File: src/rtl/hash_host_ctrl_pkg.sv
// Shared definitions for the hash host controller: FSM encoding,
// result status codes and job framing.
package hash_host_ctrl_pkg;

  typedef enum logic [1:0] {
    CARGA    = 2'd0,
    ARRANQUE = 2'd1,
    ESPERA   = 2'd2,
    ENVIO    = 2'd3
  } estado_t;

  localparam logic [7:0] STATUS_ENCONTRADO = 8'h01;
  localparam logic [7:0] STATUS_TIMEOUT    = 8'h00;

  // A job is 12 block bytes followed by one target byte.
  localparam int JOB_LEN      = 13;
  localparam int BLOQUE_BYTES = 12;

endpackage

File: src/rtl/hash_host_serializador.sv
// Result serializer: latches status + 24-bit bounty and emits them as
// four bytes (status first, bounty MSB first) over a valid/ready handshake.
module hash_host_serializador (
  input  logic        clk,
  input  logic        reset,
  input  logic        load,
  input  logic [7:0]  status_in,
  input  logic [23:0] bounty_in,
  input  logic        out_ready,
  output logic [7:0]  byte_out,
  output logic        out_valid,
  output logic        done
);

  logic        activo;
  logic [1:0]  idx;
  logic [7:0]  status_q;
  logic [23:0] bounty_q;

  // Capture the result on load, then step through the bytes on each accept.
  // NOTE: sequential state uses non-blocking assignments so every register
  // samples pre-edge values regardless of statement order.
  always_ff @(posedge clk or posedge reset) begin
    if (reset) begin
      activo   <= 1'b0;
      idx      <= 2'd0;
      status_q <= 8'h00;
      bounty_q <= 24'h0;
    end else if (load) begin
      activo   <= 1'b1;
      idx      <= 2'd0;
      status_q <= status_in;
      bounty_q <= bounty_in;
    end else if (activo && out_ready) begin
      idx <= idx + 2'd1;
      if (idx == 2'd3) activo <= 1'b0;
    end
  end

  // Select the current byte; zero whenever nothing is being sent.
  // NOTE: the default assignment first keeps this block from inferring a latch.
  always_comb begin
    byte_out = 8'h00;
    if (activo) begin
      case (idx)
        2'd0:    byte_out = status_q;
        2'd1:    byte_out = bounty_q[23:16];
        2'd2:    byte_out = bounty_q[15:8];
        default: byte_out = bounty_q[7:0];
      endcase
    end
  end

  assign out_valid = activo;
  assign done      = activo && out_ready && (idx == 2'd3);

endmodule

File: src/rtl/hash_host_ctrl.sv
// Host-side controller for a hash core: collects a 13-byte job, pulses the
// core start, waits for the found flag (with timeout) and streams the result.
module hash_host_ctrl
  import hash_host_ctrl_pkg::*;
#(
  parameter int TIMEOUT_CICLOS = 4096,
  parameter int INICIO_CICLOS  = 2
) (
  input  logic        clk,
  input  logic        reset,
  input  logic [7:0]  byte_in,
  input  logic        byte_valid,
  output logic        byte_ready,
  output logic [95:0] bloque_datos,
  output logic [7:0]  target,
  output logic        inicio,
  input  logic [23:0] bounty,
  input  logic        terminado,
  output logic [7:0]  byte_out,
  output logic        out_valid,
  input  logic        out_ready,
  output logic        ocupado
);

  estado_t estado, estado_sig;

  logic [3:0]  cnt_byte;
  logic [3:0]  cnt_inicio;
  logic [15:0] cnt_espera;

  logic        xfer;
  logic        fin_carga;
  logic        fin_arranque;
  logic        fin_espera;
  logic        ser_load;
  logic        ser_done;
  logic [7:0]  ser_status;
  logic [23:0] ser_bounty;

  assign xfer         = byte_valid && byte_ready;
  assign fin_carga    = xfer && (cnt_byte == 4'(JOB_LEN - 1));
  assign fin_arranque = (estado == ARRANQUE) && (cnt_inicio == 4'(INICIO_CICLOS - 1));
  assign fin_espera   = (estado == ESPERA) &&
                        (terminado || (cnt_espera == 16'(TIMEOUT_CICLOS - 1)));

  // State register.
  always_ff @(posedge clk or posedge reset) begin
    if (reset) estado <= CARGA;
    else       estado <= estado_sig;
  end

  // Next-state logic.
  always_comb begin
    estado_sig = estado;
    case (estado)
      CARGA:    if (fin_carga)    estado_sig = ARRANQUE;
      ARRANQUE: if (fin_arranque) estado_sig = ESPERA;
      ESPERA:   if (fin_espera)   estado_sig = ENVIO;
      ENVIO:    if (ser_done)     estado_sig = CARGA;
      default:                    estado_sig = CARGA;
    endcase
  end

  // Moore outputs plus the serializer load decoded on the ESPERA exit cycle;
  // terminado wins over the timeout when both happen together.
  always_comb begin
    byte_ready = (estado == CARGA);
    inicio     = (estado == ARRANQUE);
    ocupado    = !((estado == CARGA) && (cnt_byte == 4'd0));
    ser_load   = fin_espera;
    ser_status = terminado ? STATUS_ENCONTRADO : STATUS_TIMEOUT;
    ser_bounty = terminado ? bounty : 24'h0;
  end

  // Job capture and phase counters; block/target only change on CARGA transfers.
  // NOTE: the job registers are reset (not left uninitialised) because they
  // drive the core directly and must read zero out of reset.
  always_ff @(posedge clk or posedge reset) begin
    if (reset) begin
      cnt_byte     <= 4'd0;
      cnt_inicio   <= 4'd0;
      cnt_espera   <= 16'd0;
      bloque_datos <= 96'h0;
      target       <= 8'h00;
    end else begin
      if (xfer) begin
        if (fin_carga) begin
          target   <= byte_in;
          cnt_byte <= 4'd0;
        end else begin
          for (int i = 0; i < BLOQUE_BYTES; i++) begin
            if (cnt_byte == 4'(i)) bloque_datos[95 - 8*i -: 8] <= byte_in;
          end
          cnt_byte <= cnt_byte + 4'd1;
        end
      end
      if (estado == ARRANQUE) cnt_inicio <= fin_arranque ? 4'd0 : cnt_inicio + 4'd1;
      if (estado == ESPERA)   cnt_espera <= fin_espera ? 16'd0 : cnt_espera + 16'd1;
    end
  end

  hash_host_serializador u_serializador (
    .clk       (clk),
    .reset     (reset),
    .load      (ser_load),
    .status_in (ser_status),
    .bounty_in (ser_bounty),
    .out_ready (out_ready),
    .byte_out  (byte_out),
    .out_valid (out_valid),
    .done      (ser_done)
  );

endmodule

File: config.mk
export PLATFORM = sky130hd
export DESIGN_NAME = hash_host_ctrl
export DESIGN_NICKNAME = d
export VERILOG_FILES = /design/src/rtl/hash_host_ctrl_pkg.sv /design/src/rtl/hash_host_serializador.sv /design/src/rtl/hash_host_ctrl.sv
export SDC_FILE = /design/constraint.sdc
export NUM_CORES = 1
export LEC_CHECK = 0
export CAP_MARGIN = 25
export CORE_ASPECT_RATIO = 0.75
export CORE_UTILIZATION = 50
export CTS_BUF_LIST = sky130_fd_sc_hd__clkbuf_8
export CTS_CLUSTER_DIAMETER = 30
export DETAILED_ROUTE_END_ITERATION = 10
export PLACE_DENSITY = 0.77
export REMOVE_ABC_BUFFERS = 1
export SLEW_MARGIN = 20
export SYNTH_ARGS = -nofsm -noshare
export SYNTH_HDL_FRONTEND = slang
export SYNTH_SLANG_ARGS = --single-unit
File: constraint.sdc
create_clock -name clk -period 14.2 [get_ports clk]
set_clock_uncertainty 0.05 [all_clocks]
set_input_delay 1.42 -clock clk [delete_from_list [all_inputs] [get_ports clk]]
set_output_delay 1.42 -clock clk [all_outputs]
set_load 0.02 [all_outputs]
==> metrics.yaml, run 1 <==
outcome: "finished, final reports clean"
hold_violations: 0
synth_top_area_frac: 0.587
grtUsageMet1: 0.330
synthTopCellsByCount: "dfrtp_1 (158), mux2_2 (105), inv_1 (37), nand3_1 (36), o21ai_0 (33)"
syn_area_per_cell_um2: 12.8
clockRootBuffer: "clkbuf_8"
max_stage_delay_ps: 550
slew_viol_final: 0
track_usage: 0.240
clock_path_buffers: 2
hold_path_end: "cnt_inicio[3]"
drt_iter0_markers: 253
fill_cells: 941
r2r_slack_ps: 11610
crit_required_ps: 12730
worstReg2RegStart: "estado[0]"
reg2reg_depth: 6
clk_pin_slew_ps: 80
cts_resized: 0
globalRouteMet2Util: 0.367
area_delta_synth_final_pct: 30.6
max-slew-margin-rel: 0.495
hpwl_um: 10900
antenna_found_initial: 0
crit_path_cell_trace: "inv_1, ha_1, a222oi_1, nor2_1, a21oi_1, nor2_1, clkdlybuf4s50_1"
critPathBufInv: 2
reg2reg_to: "cnt_espera[15]"
timing.critical_path.mode_cell: "nor2_1"
die_h_um: 103
clock_latency_ps: 450
min_path_type: "flip-flop to flip-flop"
async_reset_ff_frac: 1.00
post_cts_buffers: 0
synth_area_leaders: "dfrtp_1 (59%), mux2_2 (18%), ha_1 (3.0%), nand3_1 (2.7%), o21ai_0 (2.5%)"
grt_util_met3: 0.0624
yosysTopAreaCell: "dfrtp_1"
yosysMostFrequentCell: "dfrtp_1"
wirelength_um: 15700
powerDensity_nw_per_um2: 199
std_cell_rows: 36
design_area_um2: 8800
first_global_vias: 4718
crit_type: "flip-flop to primary output"
core-area_um2: 13100
crit_fanout: 8
io_pins: 153
fin_setup_tns_ps: 0
cp-start-kind: "flip-flop"
cp-end-kind: "primary output"
holdBufCountCts: 0
vias_per_cell: 5.48
initial_core_util: 0.516
rsz0062_at_grt: "no"
grt_max_degree: 71
min_delay_path_depth: 1
cts_buffers: 17
wire_per_inst_um: 18.2
grt-ovfl-total: 0
antenna_left: 0
synth_edf_count: 0
cp_slowest_cell: "clkdlybuf4s50_1"
cp_top_family: "buffers and inverters"
busiest_layer: "met2"
cts_tree: "done"
grt_pass1_wl_um: 25100
dr.pass1.iters: 5
ys_types: 47
drive_gt1_frac: 0.229
min_period_ps: 4000
max_freq_mhz: 250
seq_area_um2: 3950
place_congestion: 0.844
cts.htree.levels: 4
synth_area_um2: 6740
ys_ff_latch: 158
post-route-period-util: 0.281
maxCapViolations: 0
num_antenna_cells: 0
worstMarginPinSlew_ps: 754
p_leak_nw: 4.04
yosysWarnings: 0
synthFlopType: "dfrtp_1"
netlist_instances: 528
die_area_um2: 14000
cts_sinks: 158
vias: 4714
fin_nets: 730
numPortBuffers: 152
chipWidth_um: 136
min_from: "cnt_inicio[3]"
arrival_ps: 2530
synth_seq_area_share: 0.587
placed_area_um2: 8400
multiInputGateArea_um2: 2530
finalSetupViolations: 0
drc: 0
ir_drop_mv: 0.100
-- placed cells by master (no fill, tap or decap), drive strengths merged, types with 2 or more instances in the layout --
master,n
dfrtp,158
clkdlybuf4s50,152
mux2,107
inv,44
nand3,36
o21ai,33
nand2,23
nor2,20
clkbuf,18
ha,16
xnor2,8
nand4,8
a21oi,7
a221oi,7
a211oi,7
xor2,5
clkinv,4
nor3,3
nor4,3
buf,3
a22oi,2
o31ai,2
and4,2
a21o,2
clkinvlp,2
or3b,2
or3,2
-- layout make-up --
class                   count  share of cell area
clock buffers              18              0.0282
clock inverters            14              0.0171
inverters                  37              0.0164
multi-input cells         308               0.287
flip-flops and latches    158               0.449
well taps                 171              0.0243
repair buffers            155               0.178
-- worst max path at each step --
stage,start,endpoint,slack (ps),cells past startpoint
floorplan,reset,bloque_datos[0],8470,1
global placement,reset,bloque_datos[24],10660,3
detailed placement,u_serializador.idx[0],byte_out[0],10720,7
CTS,u_serializador.idx[0],byte_out[0],10210,7
global route,u_serializador.idx[0],byte_out[0],10030,7
finish,u_serializador.idx[0],byte_out[0],10200,7
-- kinds of logic after synthesis --
group	after synthesis	synth area share
buffers and inverters	62	0.0388
AO/OA/AOI/OAI	64	0.0602
AND/OR/NAND/NOR	108	0.0884
XOR/XNOR	13	0.0169
multiplexers	107	0.179
flip-flops	158	0.587
adder cells (fa/ha/maj)	16	0.0297
-- registers in the layout, indices dropped and copies added, names as in the netlist --
name	count
u_serializador.idx	2
bloque_datos	96
u_serializador.status_q	1
u_serializador.bounty_q	24
target	8
cnt_inicio	4
cnt_espera	16
cnt_byte	4
u_serializador.out_valid	1
estado	2
-- worst reg2reg max path, delay by kind of cell, from the launching register on --
kind	cells	cell delay (ps)
adders and majority gates	1	560
and+or+nand+nor	3	1210
AOI/OAI and AO/OA	1	160
buffers and inverters	1	120
DFF	1	410
-- metal layers --
metal	part of all wire	wire, µm
met4	0.020	311
met5	0	0
met3	0.052	807
met1	0.47	7300
met2	0.46	7250
-- through the flow --
stage	util	hold WS [ps]	std cells	total power, W	setup WS [ps]
floorplan	-	410	503	0.00109	8470
global route	0.674	469	861	0.00185	10030
CTS	0.673	457	861	0.00176	10210
detailed placement	0.643	434	829	0.00142	10720
finish	0.674	450	861	0.00175	10200
global placement	0.641	429	828	0.00139	10660
-- power by group --
group	switching, W	total [W]	internal [W]
clock	0.000183	0.000333	0.000150
sequential	0.0000934	0.000690	0.000597
combinational	0.000372	0.000723	0.000351
Note: power is estimated with default switching activity, not from simulation.
==> inputs of run 2 (changes only) <==
==> constraint.sdc (replaced) <==
create_clock -name clk -period 3.7 [get_ports clk]
set_clock_uncertainty 0.05 [all_clocks]
set_input_delay 0.37 -clock clk [delete_from_list [all_inputs] [get_ports clk]]
set_output_delay 0.37 -clock clk [all_outputs]
set_load 0.02 [all_outputs]
==> run 2 against run 1 <==
Effect of this change:
- combinational power rose to 3.8 times the previous value
- highest routed layer unchanged
- power grew to 3.9 times the previous value
- final cell count did not move
==> metrics.yaml, run 2 (synthesized netlist as in run 1, its figures left out) <==
cts.htree.levels: 4
area_delta_synth_final_pct: 31.3
cp_slowest_cell: "clkdlybuf4s50_1"
drc: 0
clk_pin_slew_ps: 90
total_power_w: 0.00689
slew_viol_final: 0
io_pins: 153
cp.depth: 7
ir_drop_mv: 0.474
max_stage_delay_ps: 550
reg2reg_to: "cnt_espera[15]"
crit_start: "u_serializador.idx[0]"
worstMarginPinSlew_ps: 864
maxCapViolations: 0
numPortBuffers: 152
intPower_w: 0.00444
hold_violations: 0
r2r_slack_ps: 1270
vias_per_cell: 5.40
finish.utilization: 0.678
min_period_ps: 2890
post-route-period-util: 0.781
cts_tree: "done"
p_leak_nw: 4.07
worstReg2RegStart: "estado[0]"
clock_path_buffers: 2
cts_buffers: 17
crit_end: "byte_out[0]"
timing.critical_path.mode_cell: "nor2_1"
final_cell_mix: "dfrtp_1 (158), clkdlybuf4s50_1 (152), mux2_2 (105)"
fill_cells: 945
arrival_ps: 2470
drive_gt1_frac: 0.226
core-area_um2: 13100
grtUsageMet1: 0.326
std_cell_rows: 36
clock_power_share: 0.211
powerDensity_nw_per_um2: 779
p_sw_w: 0.00245
critPathBufInv: 2
busiest_layer: "met2"
top_regs: "bloque_datos (96), u_serializador.bounty_q (24), cnt_espera (16)"
antenna_left: 0
whs_ps: 444
antenna_found_initial: 0
rsz0062_at_grt: "no"
wire_per_inst_um: 18.4
min_path_type: "input port to asynchronous set/reset pin"
sw_frac_of_total: 0.355
crit_fanout: 8
globalRouteMet2Util: 0.376
mostFrequentLayoutCell: "dfrtp_1"
first_global_vias: 4686
track_usage: 0.238
grt-ovfl-total: 0
initial_core_util: 0.516
num_antenna_cells: 0
dr.pass1.iters: 5
combinationalPowerShare: 0.404
cp-start-kind: "flip-flop"
grt_max_degree: 99
place_congestion: 0.817
clock_latency_ps: 440
chipWidth_um: 136
max-slew-margin-rel: 0.424
cp_top_family: "buffers and inverters"
holdBufCountCts: 0
crit_path_cell_trace: "inv_1, ha_1, a222oi_1, nor2_1, a21oi_1, nor2_1, clkdlybuf4s50_1"
crit_required_ps: 3280
fin_setup_tns_ps: 0
drt_iter0_markers: 306
largest_reg_flops: 96
grt_util_met3: 0.0560
fin_nets: 731
die_area_um2: 14000
largest-register: "bloque_datos"
hpwl_um: 11000
cp-end-kind: "primary output"
max_freq_mhz: 346
crit_type: "flip-flop to primary output"
clockRootBuffer: "clkbuf_8"
vias: 4653
grt_pass1_wl_um: 24800
post_cts_buffers: 0
cts_sinks: 158
seqPwrFrac: 0.386
cts_resized: 0
outcome: "finished, final reports clean"
reg2reg_depth: 7
wirelength_um: 15900
die_h_um: 103
finalSetupViolations: 0
## run 2: cell count changes in the layout (fill, tap and decap cells not counted), sizes merged
cell and delta:
bufinv +4, inv -4, clkinv -2, clkinvlp +2, buf +1, clkbuf -1
## run 2: power by group through the flow
stage | clock network [W] | logic, W | registers, W
6_report | 0.00145 | 0.00278 | 0.00266
4_1_cts | 0.00148 | 0.00280 | 0.00266
2_1_floorplan | 0 | 0.00112 | 0.00304
3_5_place_dp | 0 | 0.00279 | 0.00268
5_1_grt | 0.00156 | 0.00299 | 0.00274
3_3_place_gp | 0 | 0.00271 | 0.00264
## run 2: metrics by stage
step           setup WS, ps  instance area [µm²]  std cells
2_1_floorplan          -983                 6620        503
3_3_place_gp           1340                 8400        830
3_5_place_dp           1290                 8400        830
4_1_cts                 781                 8850        861
5_1_grt                 662                 8850        861
6_report                812                 8850        861
## run 2: area by class of cell
cell class | count | area [µm²] | share of cell area
clock buffer | 17 | 234 | 0.0264
clock inverter | 14 | 218 | 0.0246
inverter | 37 | 144 | 0.0163
multi-input combinational | 308 | 2520 | 0.285
sequential | 158 | 3950 | 0.447
tap | 171 | 214 | 0.0242
timing repair buffer | 156 | 1560 | 0.177
## run 2: worst min-delay path by stage
stage,from,endpoint,cells past startpoint
6_report,reset,bloque_datos[56],2
5_1_grt,bounty[13],u_serializador.bounty_q[13],3
4_1_cts,bounty[13],u_serializador.bounty_q[13],3
3_5_place_dp,bloque_datos[23],bloque_datos[23],1
3_3_place_gp,cnt_inicio[3],cnt_inicio[3],1
2_1_floorplan,cnt_inicio[3],cnt_inicio[3],1
## run 2: layer usage
metal  part of all wire  wire (µm)
met1               0.46       7270
met2               0.48       7690
met3              0.046        736
met4              0.011        167
met5                  0          0
